[config.mk]
export PLATFORM = sky130hd
export DESIGN_NAME = pipe_skid_stage
export DESIGN_NICKNAME = d
export VERILOG_FILES = /design/src/rtl/cpu_types_pkg.sv /design/src/rtl/pipe_entry_reg.sv /design/src/rtl/pipe_skid_stage.sv
export SDC_FILE = /design/constraint.sdc
export NUM_CORES = 1
export LEC_CHECK = 0
export BUFFER_PORTS_ARGS = -buffer_cell sky130_fd_sc_hd__buf_2
export CORE_AREA = 2 2 124 126
export CTS_CLUSTER_SIZE = 14
export DETAILED_ROUTE_END_ITERATION = 8
export DIE_AREA = 0 0 126 128
export PLACE_DENSITY_LB_ADDON = 0.05
export SYNTH_ARGS = -nofsm -noshare
export SYNTH_HDL_FRONTEND = slang
export SYNTH_SLANG_ARGS = --single-unit
[constraint.sdc]
create_clock -name CLK -period 1.4 [get_ports CLK]
set_input_delay 0.07 -clock CLK [delete_from_list [all_inputs] [get_ports CLK]]
set_output_delay 0.07 -clock CLK [all_outputs]
set_load 0.05 [all_outputs]
[src/rtl/cpu_types_pkg.sv]
// Shared pipeline types: stage occupancy encoding and default control-field widths.
package cpu_types_pkg;

    typedef enum logic [1:0] {
        EMPTY = 2'd0,
        ONE   = 2'd1,
        TWO   = 2'd2
    } stage_cnt_t;

    localparam int unsigned WB_CW   = 4;
    localparam int unsigned MEM_CW  = 5;
    localparam int unsigned EX_CW   = 10;
    localparam int unsigned CTRL_CW = WB_CW + MEM_CW + EX_CW;

endpackage

[src/rtl/pipe_entry_reg.sv]
// One pipeline entry (payload, control, LL/SC marker) with load enable.
// Clear zeroes control and marker only; the payload keeps its last value.
module pipe_entry_reg
    import cpu_types_pkg::*;
#(
    parameter int unsigned DW = 32,
    parameter int unsigned CW = CTRL_CW
) (
    input  logic          clk,
    input  logic          rst,
    input  logic          load,
    input  logic          clr,
    input  logic [DW-1:0] d_data,
    input  logic [CW-1:0] d_ctrl,
    input  logic          d_atomic,
    output logic [DW-1:0] q_data,
    output logic [CW-1:0] q_ctrl,
    output logic          q_atomic
);

    logic [DW-1:0] data_q, data_d;
    logic [CW-1:0] ctrl_q, ctrl_d;
    logic          atomic_q, atomic_d;

    always_comb begin
        data_d   = data_q;
        ctrl_d   = ctrl_q;
        atomic_d = atomic_q;
        if (clr) begin
            ctrl_d   = '0;
            atomic_d = 1'b0;
        end else if (load) begin
            data_d   = d_data;
            ctrl_d   = d_ctrl;
            atomic_d = d_atomic;
        end
    end

    always_ff @(posedge clk) begin
        if (rst) begin
            data_q   <= '0;
            ctrl_q   <= '0;
            atomic_q <= 1'b0;
        end else begin
            data_q   <= data_d;
            ctrl_q   <= ctrl_d;
            atomic_q <= atomic_d;
        end
    end

    assign q_data   = data_q;
    assign q_ctrl   = ctrl_q;
    assign q_atomic = atomic_q;

endmodule

[src/rtl/pipe_skid_stage.sv]
// Pipeline register stage with optional skid entry and hazard flush.
// Optional feature: define PIPE_BUBBLE_CNT_EN to add the bubble_cnt output.
module pipe_skid_stage
    import cpu_types_pkg::*;
#(
    parameter int unsigned DW   = 32,
    parameter int unsigned CW   = CTRL_CW,
    parameter bit          SKID = 1'b1
) (
    input  logic          CLK,
    input  logic          RST,
    input  logic          in_valid,
    output logic          in_ready,
    input  logic [DW-1:0] in_data,
    input  logic [CW-1:0] in_ctrl,
    input  logic          atomic_in,
    output logic          out_valid,
    input  logic          out_ready,
    output logic [DW-1:0] out_data,
    output logic [CW-1:0] out_ctrl,
    output logic          atomic_out,
    input  logic          flush
`ifdef PIPE_BUBBLE_CNT_EN
    ,
    output logic [31:0]   bubble_cnt
`endif
);

    stage_cnt_t    state_q, state_d;
    logic          out_valid_q, out_valid_d;
    logic          in_ready_d;
    logic          push, pop;
    logic          head_load, head_clr, head_from_skid, skid_load;
    logic [DW-1:0] head_src_data, skid_data;
    logic [CW-1:0] head_src_ctrl, skid_ctrl;
    logic          head_src_atomic, skid_atomic;

    assign push = in_valid && in_ready;
    assign pop  = out_valid_q && out_ready;

    always_comb begin
        state_d        = state_q;
        head_load      = 1'b0;
        head_clr       = 1'b0;
        head_from_skid = 1'b0;
        skid_load      = 1'b0;
        if (flush) begin
            state_d  = EMPTY;
            head_clr = 1'b1;
        end else begin
            unique case (state_q)
                EMPTY: begin
                    if (push) begin
                        head_load = 1'b1;
                        state_d   = ONE;
                    end
                end
                ONE: begin
                    if (push && pop) begin
                        head_load = 1'b1;
                    end else if (push && SKID) begin
                        skid_load = 1'b1;
                        state_d   = TWO;
                    end else if (pop) begin
                        head_clr = 1'b1;
                        state_d  = EMPTY;
                    end
                end
                TWO: begin
                    // Skid entry slides into the head on the same edge as the pop.
                    if (pop) begin
                        head_load      = 1'b1;
                        head_from_skid = 1'b1;
                        state_d        = ONE;
                    end
                end
                default: state_d = EMPTY;
            endcase
        end
        out_valid_d = (state_d != EMPTY);
        in_ready_d  = (state_d != TWO);
    end

    always_ff @(posedge CLK) begin
        if (RST) begin
            state_q     <= EMPTY;
            out_valid_q <= 1'b0;
        end else begin
            state_q     <= state_d;
            out_valid_q <= out_valid_d;
        end
    end

    always_comb begin
        head_src_data   = in_data;
        head_src_ctrl   = in_ctrl;
        head_src_atomic = atomic_in;
        if (head_from_skid) begin
            head_src_data   = skid_data;
            head_src_ctrl   = skid_ctrl;
            head_src_atomic = skid_atomic;
        end
    end

    pipe_entry_reg #(.DW(DW), .CW(CW)) u_head (
        .clk      (CLK),
        .rst      (RST),
        .load     (head_load),
        .clr      (head_clr),
        .d_data   (head_src_data),
        .d_ctrl   (head_src_ctrl),
        .d_atomic (head_src_atomic),
        .q_data   (out_data),
        .q_ctrl   (out_ctrl),
        .q_atomic (atomic_out)
    );

    generate
        if (SKID) begin : g_skid
            logic in_ready_q;

            always_ff @(posedge CLK) begin
                if (RST) in_ready_q <= 1'b0;
                else     in_ready_q <= in_ready_d;
            end
            assign in_ready = in_ready_q;

            pipe_entry_reg #(.DW(DW), .CW(CW)) u_skid (
                .clk      (CLK),
                .rst      (RST),
                .load     (skid_load),
                .clr      (flush),
                .d_data   (in_data),
                .d_ctrl   (in_ctrl),
                .d_atomic (atomic_in),
                .q_data   (skid_data),
                .q_ctrl   (skid_ctrl),
                .q_atomic (skid_atomic)
            );
        end else begin : g_single
            logic unused_skid_sigs;

            assign in_ready         = (state_q == EMPTY) || out_ready;
            assign skid_data        = '0;
            assign skid_ctrl        = '0;
            assign skid_atomic      = 1'b0;
            assign unused_skid_sigs = skid_load ^ in_ready_d;
        end
    endgenerate

    assign out_valid = out_valid_q;

`ifdef PIPE_BUBBLE_CNT_EN
    logic [31:0] bubble_cnt_q, bubble_cnt_d;

    always_comb begin
        bubble_cnt_d = bubble_cnt_q;
        if (!out_valid_q && (bubble_cnt_q != '1)) bubble_cnt_d = bubble_cnt_q + 32'd1;
    end

    always_ff @(posedge CLK) begin
        if (RST) bubble_cnt_q <= '0;
        else     bubble_cnt_q <= bubble_cnt_d;
    end

    assign bubble_cnt = bubble_cnt_q;
`endif

endmodule

==> flow_summary.toml, run 1 <==
[clock_network]
htreeDepth = 3
insertion_delay_ns = 0.35
clockRootBuffer = "clkbuf_16"
numCtsBuffers = 9
cts_tree = "done"
cts_buffer_depth = 2
clk_pin_slew_worst_paths_ns = 0.07
clock_sinks = 108

[job]
drv_cap = 0

[grt]
track_usage = 0.1777
grt_pass1_wl_um = 22340
gr-total-overflow = 0
grt_max_degree = 29
antenna_found_initial = 0
grt_pass1_vias = 4126

[place]
dp_hpwl_um = 8406
port_buffers = 110
pre_cts_ws_ns = -0.1432
routabilityCongestion = 0.7262

[logic_synthesis]
yosysSeqAreaShare = 0.4685
synthCells = 494
syn_area_sq_mm = 0.004614
yosys.area.top_type = "dfxtp_1"
synth_top_area_share = 0.4685
ys_warn_count = 0
yosys-top-cells-area = "dfxtp_1 (47%), mux2i_1 (11%), nand2_1 (8.6%)"
syn_area_per_cell_sq_um = 9.341
ys_ff_latch = 108
ys_types = 29
synth_nets = 551

[worst_setup_path]
crit_type = "flip-flop to flip-flop"
cp_data_arrival_time_ns = 1.80
end_kind = "flip-flop"
start_kind = "flip-flop"
critPathRequiredTime_ns = 1.64
worstPathMaxFanout = 7

[worst_hold_path]
min_path_type = "input pin to flip-flop"

[sta]
final_hold_viol_count = 0
setup_tns_ns = -13.08
finalSetupViolCount = 104
clock-skew-final_ns = 0.002885
rsz0062_at_grt = "yes"
timing.final.crit_share = 1.115
fin_ws_ns = -0.1604
slew_headroom = 0.8150
slew_viol_final = 0
min_period_ns = 1.560
max_freq_mhz = 640.9
tightest_slew_ns = 0.2752

[die]
start_util = 0.3104
chipHeight_um = 128
dieWidth_um = 126
ios = 111
die_area_sq_mm = 0.01613
coreArea_sq_mm = 0.01486
fp-row-count = 45

[status]
status = "finished with violations"
violations = "negative setup slack"

[routing]
firstDrtPassIters = 4
drc = 0
routed_wl_um = 15770
wl_per_cell_um = 17.98
drt-initial-drc-count = 202
antenna_left = 0
vias = 4325
vias_per_cell = 4.932

[final_layout]
num-nets-final = 742
diodes = 0
syn_to_final_growth_pct = 55.94
final_layout_size_suffix_gt1_frac = 0.4194
nFillCells = 1431

[power]
powerDensity_mw_per_mm2 = 927.7
peakVddDrop_v = 0.0005205
leakagePower_nw = 2.785
flip-flops by register name, summed over array words and instances (netlist names):
register                flops
g_skid.u_skid.q_atomic      1
g_skid.u_skid.q_ctrl       19
g_skid.u_skid.q_data       32
in_ready                    1
out_valid                   1
state_q                     2
u_head.q_atomic             1
u_head.q_ctrl              19
u_head.q_data              32
report_power, final:
part / switching [mW] / internal [mW]
registers: 0.0498 / 3.14
logic: 0.612 / 0.428
clock network: 1.15 / 1.29
routing by layer:
metal / track usage / vias to the layer above / share of wire
met5: 0 / - / 0
met4: 0.07046 / 0 / 0.022
met3: 0.02963 / 21 / 0.039
met2: 0.2906 / 102 / 0.47
met1: 0.2350 / 2073 / 0.47
li1: - / 2129 / -
per-stage QoR:
step	util	power, mW	hold slack (ns)	instance area [sq um]	std cells
after CTS	0.4448	6.613	0.004286	6611	861
after detailed placement	0.3729	4.055	0.3328	5543	779
after floorplan	-	3.763	0.2060	4664	494
after global routing	0.4841	6.943	0.02039	7196	877
final	0.4841	6.676	0.01544	7196	877
after global placement	0.3729	4.051	0.3274	5543	779
cell usage after synthesis (all sizes together):
master	number
o31ai	52
nand4bb	1
a31oi	1
nand4b	1
nand3b	1
buf	33
o31a	1
a21oi	108
nand2	106
nor2	7
a21bo	1
nor3	3
o21ai	1
dfxtp	108
o211a	1
clkbuf	11
and2	1
or2	1
inv	2
or3	1
a41oi	1
mux2i	52
repair_timing:
item	4_1_cts	5_1_grt
setup buffers	11	7
gates resized for setup	23	77
hold buffers	52	0
cloned	4	13
endpoints found under the hold margin	52	0
pin swaps	2	45
setup endpoints to repair	104	104
path summary, 6_finish.rpt:
| check | to | slack, ns | cells past startpoint | from |
|---|---|---|---|---|
| worst min register to register | g_skid.u_skid.q_ctrl[16] | 0.45 | 2 | g_skid.u_skid.q_ctrl[16] |
| worst max-delay path | u_head.q_data[13] | -0.16 | 7 | state_q[1] |
| worst min-delay path | in_ready | 0.02 | 2 | flush |
| worst max register to register | u_head.q_data[13] | -0.16 | 7 | state_q[1] |
worst max-delay path: stages, from the launching register on:
cell,delay [ns]
dfxtp_4,0.37
nand3b_4,0.18
buf_6,0.13
o211a_1,0.23
nor2_4,0.16
buf_6,0.15
clkbuf_16,0.17
a21oi_2,0.06
layout make-up:
class,count,area [sq um],share of cell area
repair buffers,224,2024,0.2813
clock inverters,2,10.01,0.001391
flip-flops and latches,108,2175,0.3022
well taps,188,235.2,0.03269
multi-input cells,340,2484,0.3452
clock buffers,13,260.3,0.03617
inverters,2,7.507,0.001043
cells by family after synthesis:
kind of cell / share of synthesized area
mux: 0.1128
buf+inv: 0.05965
flops: 0.4685
simple gates: 0.1182
compound gates: 0.2408
placed cells by master (no fill, tap or decap), types with 3 or more instances in the layout:
master / n
buf_12: 18
buf_4: 17
buf_2: 110
mux2i_1: 46
o31ai_4: 4
dfxtp_1: 104
a21oi_2: 50
buf_6: 14
o31ai_2: 15
dlygate4sd3_1: 52
clkbuf_16: 19
nand2_1: 92
a21oi_1: 57
nand2_2: 13
nor2_1: 5
dfxtp_4: 3
mux2i_2: 4
o31ai_1: 33
(Power assumes the default switching activity.)
==> run 2, diff against run 1 <==
- ABC_CLOCK_PERIOD_IN_PS: unset -> 1400
- CELL_PAD_IN_SITES_DETAIL_PLACEMENT: unset -> 0
- CELL_PAD_IN_SITES_GLOBAL_PLACEMENT: unset -> 2
- CORE_AREA: 2 2 124 126 -> 2 2 130 132
- DIE_AREA: 0 0 126 128 -> 0 0 132 134
==> flow_summary.toml, run 2 (same netlist as run 1, synthesis figures left out) <==
[clock_network]
numCtsBuffers = 9
clk_pin_slew_worst_paths_ns = 0.07
insertion_delay_ns = 0.35
clock_sinks = 108
cts_buffer_depth = 2
htreeDepth = 3
cts_tree = "done"
clockRootBuffer = "clkbuf_16"

[grt]
grt_pass1_vias = 4164
gr-total-overflow = 0
antenna_found_initial = 0
grt_pass1_wl_um = 23510
grt_max_degree = 30
track_usage = 0.1733

[place]
place_inst = 813
pre_cts_ws_ns = -0.1464
port_buffers = 110
dp_hpwl_um = 9060
routabilityCongestion = 0.7310

[sta]
finalSetupViolCount = 104
max_freq_mhz = 648.1
clock-skew-final_ns = 0.007455
setup_tns_ns = -10.21
slew_headroom = 0.7713
rsz0062_at_grt = "yes"
fin_ws_ns = -0.1429
min_period_ns = 1.543
slew_viol_final = 0
tightest_slew_ns = 0.3430
timing.final.crit_share = 1.102
final_hold_viol_count = 0

[die]
coreArea_sq_mm = 0.01629
start_util = 0.2833
dieWidth_um = 132
die_area_sq_mm = 0.01769
chipHeight_um = 134
fp-row-count = 47
ios = 111

[final_layout]
nFillCells = 1597
final_common_cell = "buf_2"
fin_cells = 918
diodes = 0
final_layout_size_suffix_gt1_frac = 0.5287
num-nets-final = 752
final_cell_mix = "buf_2 (110), dfxtp_1 (104), a21oi_2 (65)"
syn_to_final_growth_pct = 67.49

[routing]
vias_per_cell = 4.764
routed_wl_um = 16910
drc = 0
antenna_left = 0
wl_per_cell_um = 18.42
drt-initial-drc-count = 187
vias = 4373
firstDrtPassIters = 4

[worst_setup_path]
cp_num_buf_inv = 1
critPathRequiredTime_ns = 1.63
crit_path_top_delay_cell = "or3_4"
worstPathCellList = "a21bo_4 > or3_4 > buf_12 > nand2_1 > a21oi_2"
cp_data_arrival_time_ns = 1.77
crit_family = "simple AND/OR/NAND/NOR gates"
start_kind = "flip-flop"
slowest_delay_ns = 0.48
crit_type = "flip-flop to flip-flop"
worstPathMaxFanout = 16
end_kind = "flip-flop"

[power]
powerDensity_mw_per_mm2 = 859.1
leakagePower_nw = 3.008
peakVddDrop_v = 0.0006146
finalPower_mw = 6.639

[status]
violations = "negative setup slack"
status = "finished with violations"

[job]
drv_cap = 0

[worst_hold_path]
min_path_type = "input pin to flip-flop"
## run 2: changes by cell type in the layout (fill, tap and decap cells not counted), sizes merged
cell | previous run | this run
buf | 162 | 171
clkinv | 2 | 1
inv | 2 | 3
## run 2: layer usage
layer  wire length [um]  track usage  up-vias
li1                   -            -     2147
met1               7711       0.2149     2126
met2               8249       0.2969       91
met3                788      0.04951        9
met4                158      0.04348        0
met5                  0            0        -
## run 2: area by class of cell
type / instances / area [sq um] / area share
multi-input cells: 340 / 2803 / 0.3626
repair buffers: 234 / 2211 / 0.2861
flip-flops and latches: 108 / 2175 / 0.2814
well taps: 220 / 275.3 / 0.03562
clock buffers: 12 / 246.5 / 0.03189
clock inverters: 2 / 11.26 / 0.001457
inverters: 2 / 7.507 / 0.0009713
## run 2: report_power, final
| group | switching (mW) | leakage [nW] | internal [mW] | total (mW) |
|---|---|---|---|---|
| Clock | 1.14 | 0.129 | 1.24 | 2.37 |
| Combinational | 0.646 | 2.00 | 0.429 | 1.08 |
| Sequential | 0.0491 | 0.878 | 3.14 | 3.19 |
| Total | 1.83 | 3.01 | 4.81 | 6.64 |
## run 2: worst paths after layout
check                           start                        to  slack [ns]  depth (start not counted)
max                        state_q[0]  g_skid.u_skid.q_data[13]       -0.14                          5
min                             flush                  in_ready        0.08                          2
max reg2reg                state_q[0]  g_skid.u_skid.q_data[13]       -0.14                          5
min reg2reg  g_skid.u_skid.q_data[11]  g_skid.u_skid.q_data[11]        0.46                          2
## run 2: timing repair
| action | in CTS | in global routing |
|---|---|---|
| pin swaps | 8 | 70 |
| setup buffers | 10 | 11 |
| gates resized for setup | 26 | 154 |
| hold buffers | 52 | 0 |
| hold endpoints to repair | 56 | 0 |
| cloned | 7 | 13 |
| setup endpoints to repair | 104 | 104 |
## run 2: metrics by stage
step | instance area, sq um | utilization | hold slack, ns
2_1_floorplan | 4664 | - | 0.2060
3_3_place_gp | 5635 | 0.3460 | 0.3240
3_5_place_dp | 5635 | 0.3460 | 0.3311
4_1_cts | 6777 | 0.4160 | 0.08208
5_1_grt | 7729 | 0.4745 | 0.09142
6_report | 7729 | 0.4745 | 0.08346
==> run 3, diff against run 2 <==
- CORE_AREA: 2 2 130 132 -> 2 2 135 137
- DIE_AREA: 0 0 132 134 -> 0 0 137 139
- SYNTH_HIERARCHICAL: unset -> 1
==> flow_summary.toml, run 3 <==
[worst_setup_path]
end_kind = "flip-flop"
critPathRequiredTime_ns = 1.65
cp_data_arrival_time_ns = 1.90
crit_type = "flip-flop to flip-flop"
ff2ff_path_depth = 6
reg2reg_to = "u_head/q_data[18]"
worstPathMaxFanout = 6
r2r_setup_slack_ns = -0.25
rr_startpoint = "out_valid"
start_kind = "flip-flop"

[sta]
timing.final.crit_share = 1.181
min_period_ns = 1.654
fin_ws_ns = -0.2539
setup_tns_ns = -20.57
slew_viol_final = 0
slew_headroom = 0.7749
max_freq_mhz = 604.6
clock-skew-final_ns = 0.01095
finalSetupViolCount = 104
tightest_slew_ns = 0.3377
final_hold_viol_count = 0
rsz0062_at_grt = "yes"

[worst_hold_path]
min_path_type = "input pin to flip-flop"
hold_depth = 3
hold_end = "g_skid.u_skid/q_data[22]"
min_from = "in_data[22]"

[logic_synthesis]
ys_ff_latch = 108
syn_area_per_cell_sq_um = 10.62
synth_nets = 563
synthXorXnorAreaFrac = 0
synth_compound_area_frac = 0.06775
syn_area_sq_mm = 0.005374
synth.most_common_cell = "dfxtp_1"
synthAdderAreaFrac = 0
synth_top_area_share = 0.4023
synthCells = 506
yosysSeqAreaShare = 0.4023
synth_top_family_by_area = "simple AND/OR/NAND/NOR gates"
ys_warn_count = 6
yosys.area.top_type = "dfxtp_1"
ys.flop_type = "dfxtp_1"
synthTopCellsByCount = "dfxtp_1 (108), nand2b_1 (66), nand4bb_1 (64), o21ai_1 (64), mux2_2 (49)"
ys_types = 30
yosys-mux-area-fraction = 0.1835
async_flop_share = 0
yosys-top-cells-area = "dfxtp_1 (40%), nand4bb_1 (13%), mux2_2 (10%)"
synth_edf_count = 0
synth-simple-area-share = 0.2624

[grt]
antenna_found_initial = 0
grt_pass1_wl_um = 23160
gr-total-overflow = 0
track_usage = 0.1556
grt_pass1_vias = 4364
grt_max_degree = 60

[clock_network]
cts_tree = "done"
clk_pin_slew_worst_paths_ns = 0.07
insertion_delay_ns = 0.36
htreeDepth = 3
clock_sinks = 108
clockRootBuffer = "clkbuf_16"
numCtsBuffers = 9
cts_buffer_depth = 2

[place]
port_buffers = 110
place_inst = 844
routabilityCongestion = 0.6892
dp_hpwl_um = 9401

[power]
peakVddDrop_v = 0.0005913
powerDensity_mw_per_mm2 = 844.5
leakagePower_nw = 2.989

[final_layout]
fin_util = 0.4313
num-nets-final = 737
fin_cells = 913
final_layout_size_suffix_gt1_frac = 0.4269
final_cell_mix = "buf_2 (110), dfxtp_1 (104), nand2b_1 (66)"
syn_to_final_growth_pct = 41.72
nFillCells = 1756
final_common_cell = "buf_2"
diodes = 0

[die]
ios = 111
die_area_sq_mm = 0.01904
chipHeight_um = 139
start_util = 0.3044
coreArea_sq_mm = 0.01766
dieWidth_um = 137
fp-row-count = 49

[routing]
antenna_left = 0
routed_wl_um = 15360
vias_per_cell = 4.765
firstDrtPassIters = 4
drt-initial-drc-count = 168
drc = 0
vias = 4350
wl_per_cell_um = 16.82

[status]
status = "finished with violations"
violations = "negative setup slack"

[job]
drv_cap = 0
-- run 3: cell count changes after synthesis, moves of 36 or more --
cell       previous run  this run
nand2_1             106         4
a21oi_1              75         2
nand2b_1              0        66
o21ai_1               0        64
nand4bb_1             1        64
o31ai_1              52         0
mux2_2                0        49
nor2_1                5        41
-- run 3: how the worst max path moves through the flow --
stage	depth (start not counted)	startpoint	to	slack, ns
after global placement	6	state_q[0]	u_head/q_data[19]	-0.24
after global routing	7	state_q[0]	u_head/q_ctrl[9]	-0.33
after floorplan	7	state_q[0]	u_head/q_atomic	-0.30
final	6	out_valid	u_head/q_data[18]	-0.25
after CTS	7	state_q[0]	u_head/q_ctrl[9]	-0.23
after detailed placement	6	state_q[0]	u_head/q_data[19]	-0.26
-- run 3: cell families after synthesis --
logic type / Yosys count
muxes: 92
buffers and inverters: 47
and+or+nand+nor: 189
AOI/OAI and AO/OA: 70
DFF: 108
-- run 3: what timing repair did --
item                                    4_1_cts  5_1_grt
pin swaps                                    18       43
gates cloned                                  2        6
endpoints found under the hold margin        41        0
endpoints found under the setup margin      105      105
gates resized for setup                      33       50
hold buffers                                 41        0
setup buffers                                 5        2
-- run 3: through the flow --
step | worst slack (ns) | hold WS, ns | instance area [sq um] | power, mW
6_report | -0.2539 | 0.01537 | 7616 | 6.432
5_1_grt | -0.3251 | 0.01313 | 7616 | 6.723
4_1_cts | -0.2342 | 0.0007683 | 7317 | 6.538
3_5_place_dp | -0.2560 | 0.3326 | 6404 | 3.926
3_3_place_gp | -0.2407 | 0.3183 | 6404 | 3.920
2_1_floorplan | -0.3012 | 0.1394 | 5552 | 3.684
-- run 3: worst max-delay path, stage by stage, from the launching register on --
cell and delay, ns:
dfxtp_4 0.36, nand2_4 0.07, a211o_1 0.33, a21oi_4 0.25, and2b_4 0.30, clkbuf_16 0.19, o21ai_2 0.05
-- run 3: power breakdown --
| group | switching (mW) | internal, mW |
|---|---|---|
| clock network | 1.15 | 1.30 |
| logic | 0.408 | 0.448 |
| registers | 0.0204 | 3.10 |
| total | 1.58 | 4.85 |
-- run 3: final cells by class --
type	count	area (sq um)	share of cell area
sequential	108	2175	0.2855
timing repair buffer	209	1783	0.2341
multi-input combinational	351	3098	0.4068
tap	229	286.5	0.03762
clock inverter	1	6.256	0.0008214
clock buffer	14	264.0	0.03466
inverter	1	3.754	0.0004929
-- run 3: routing by layer --
layer,global-route usage,vias to the layer above,share of wire,wire length (um)
met5,0,-,0,0
met4,0.05806,0,0.015,233
met3,0.02303,11,0.032,499
met2,0.2679,72,0.49,7549
met1,0.1944,2114,0.46,7076
li1,-,2153,-,-
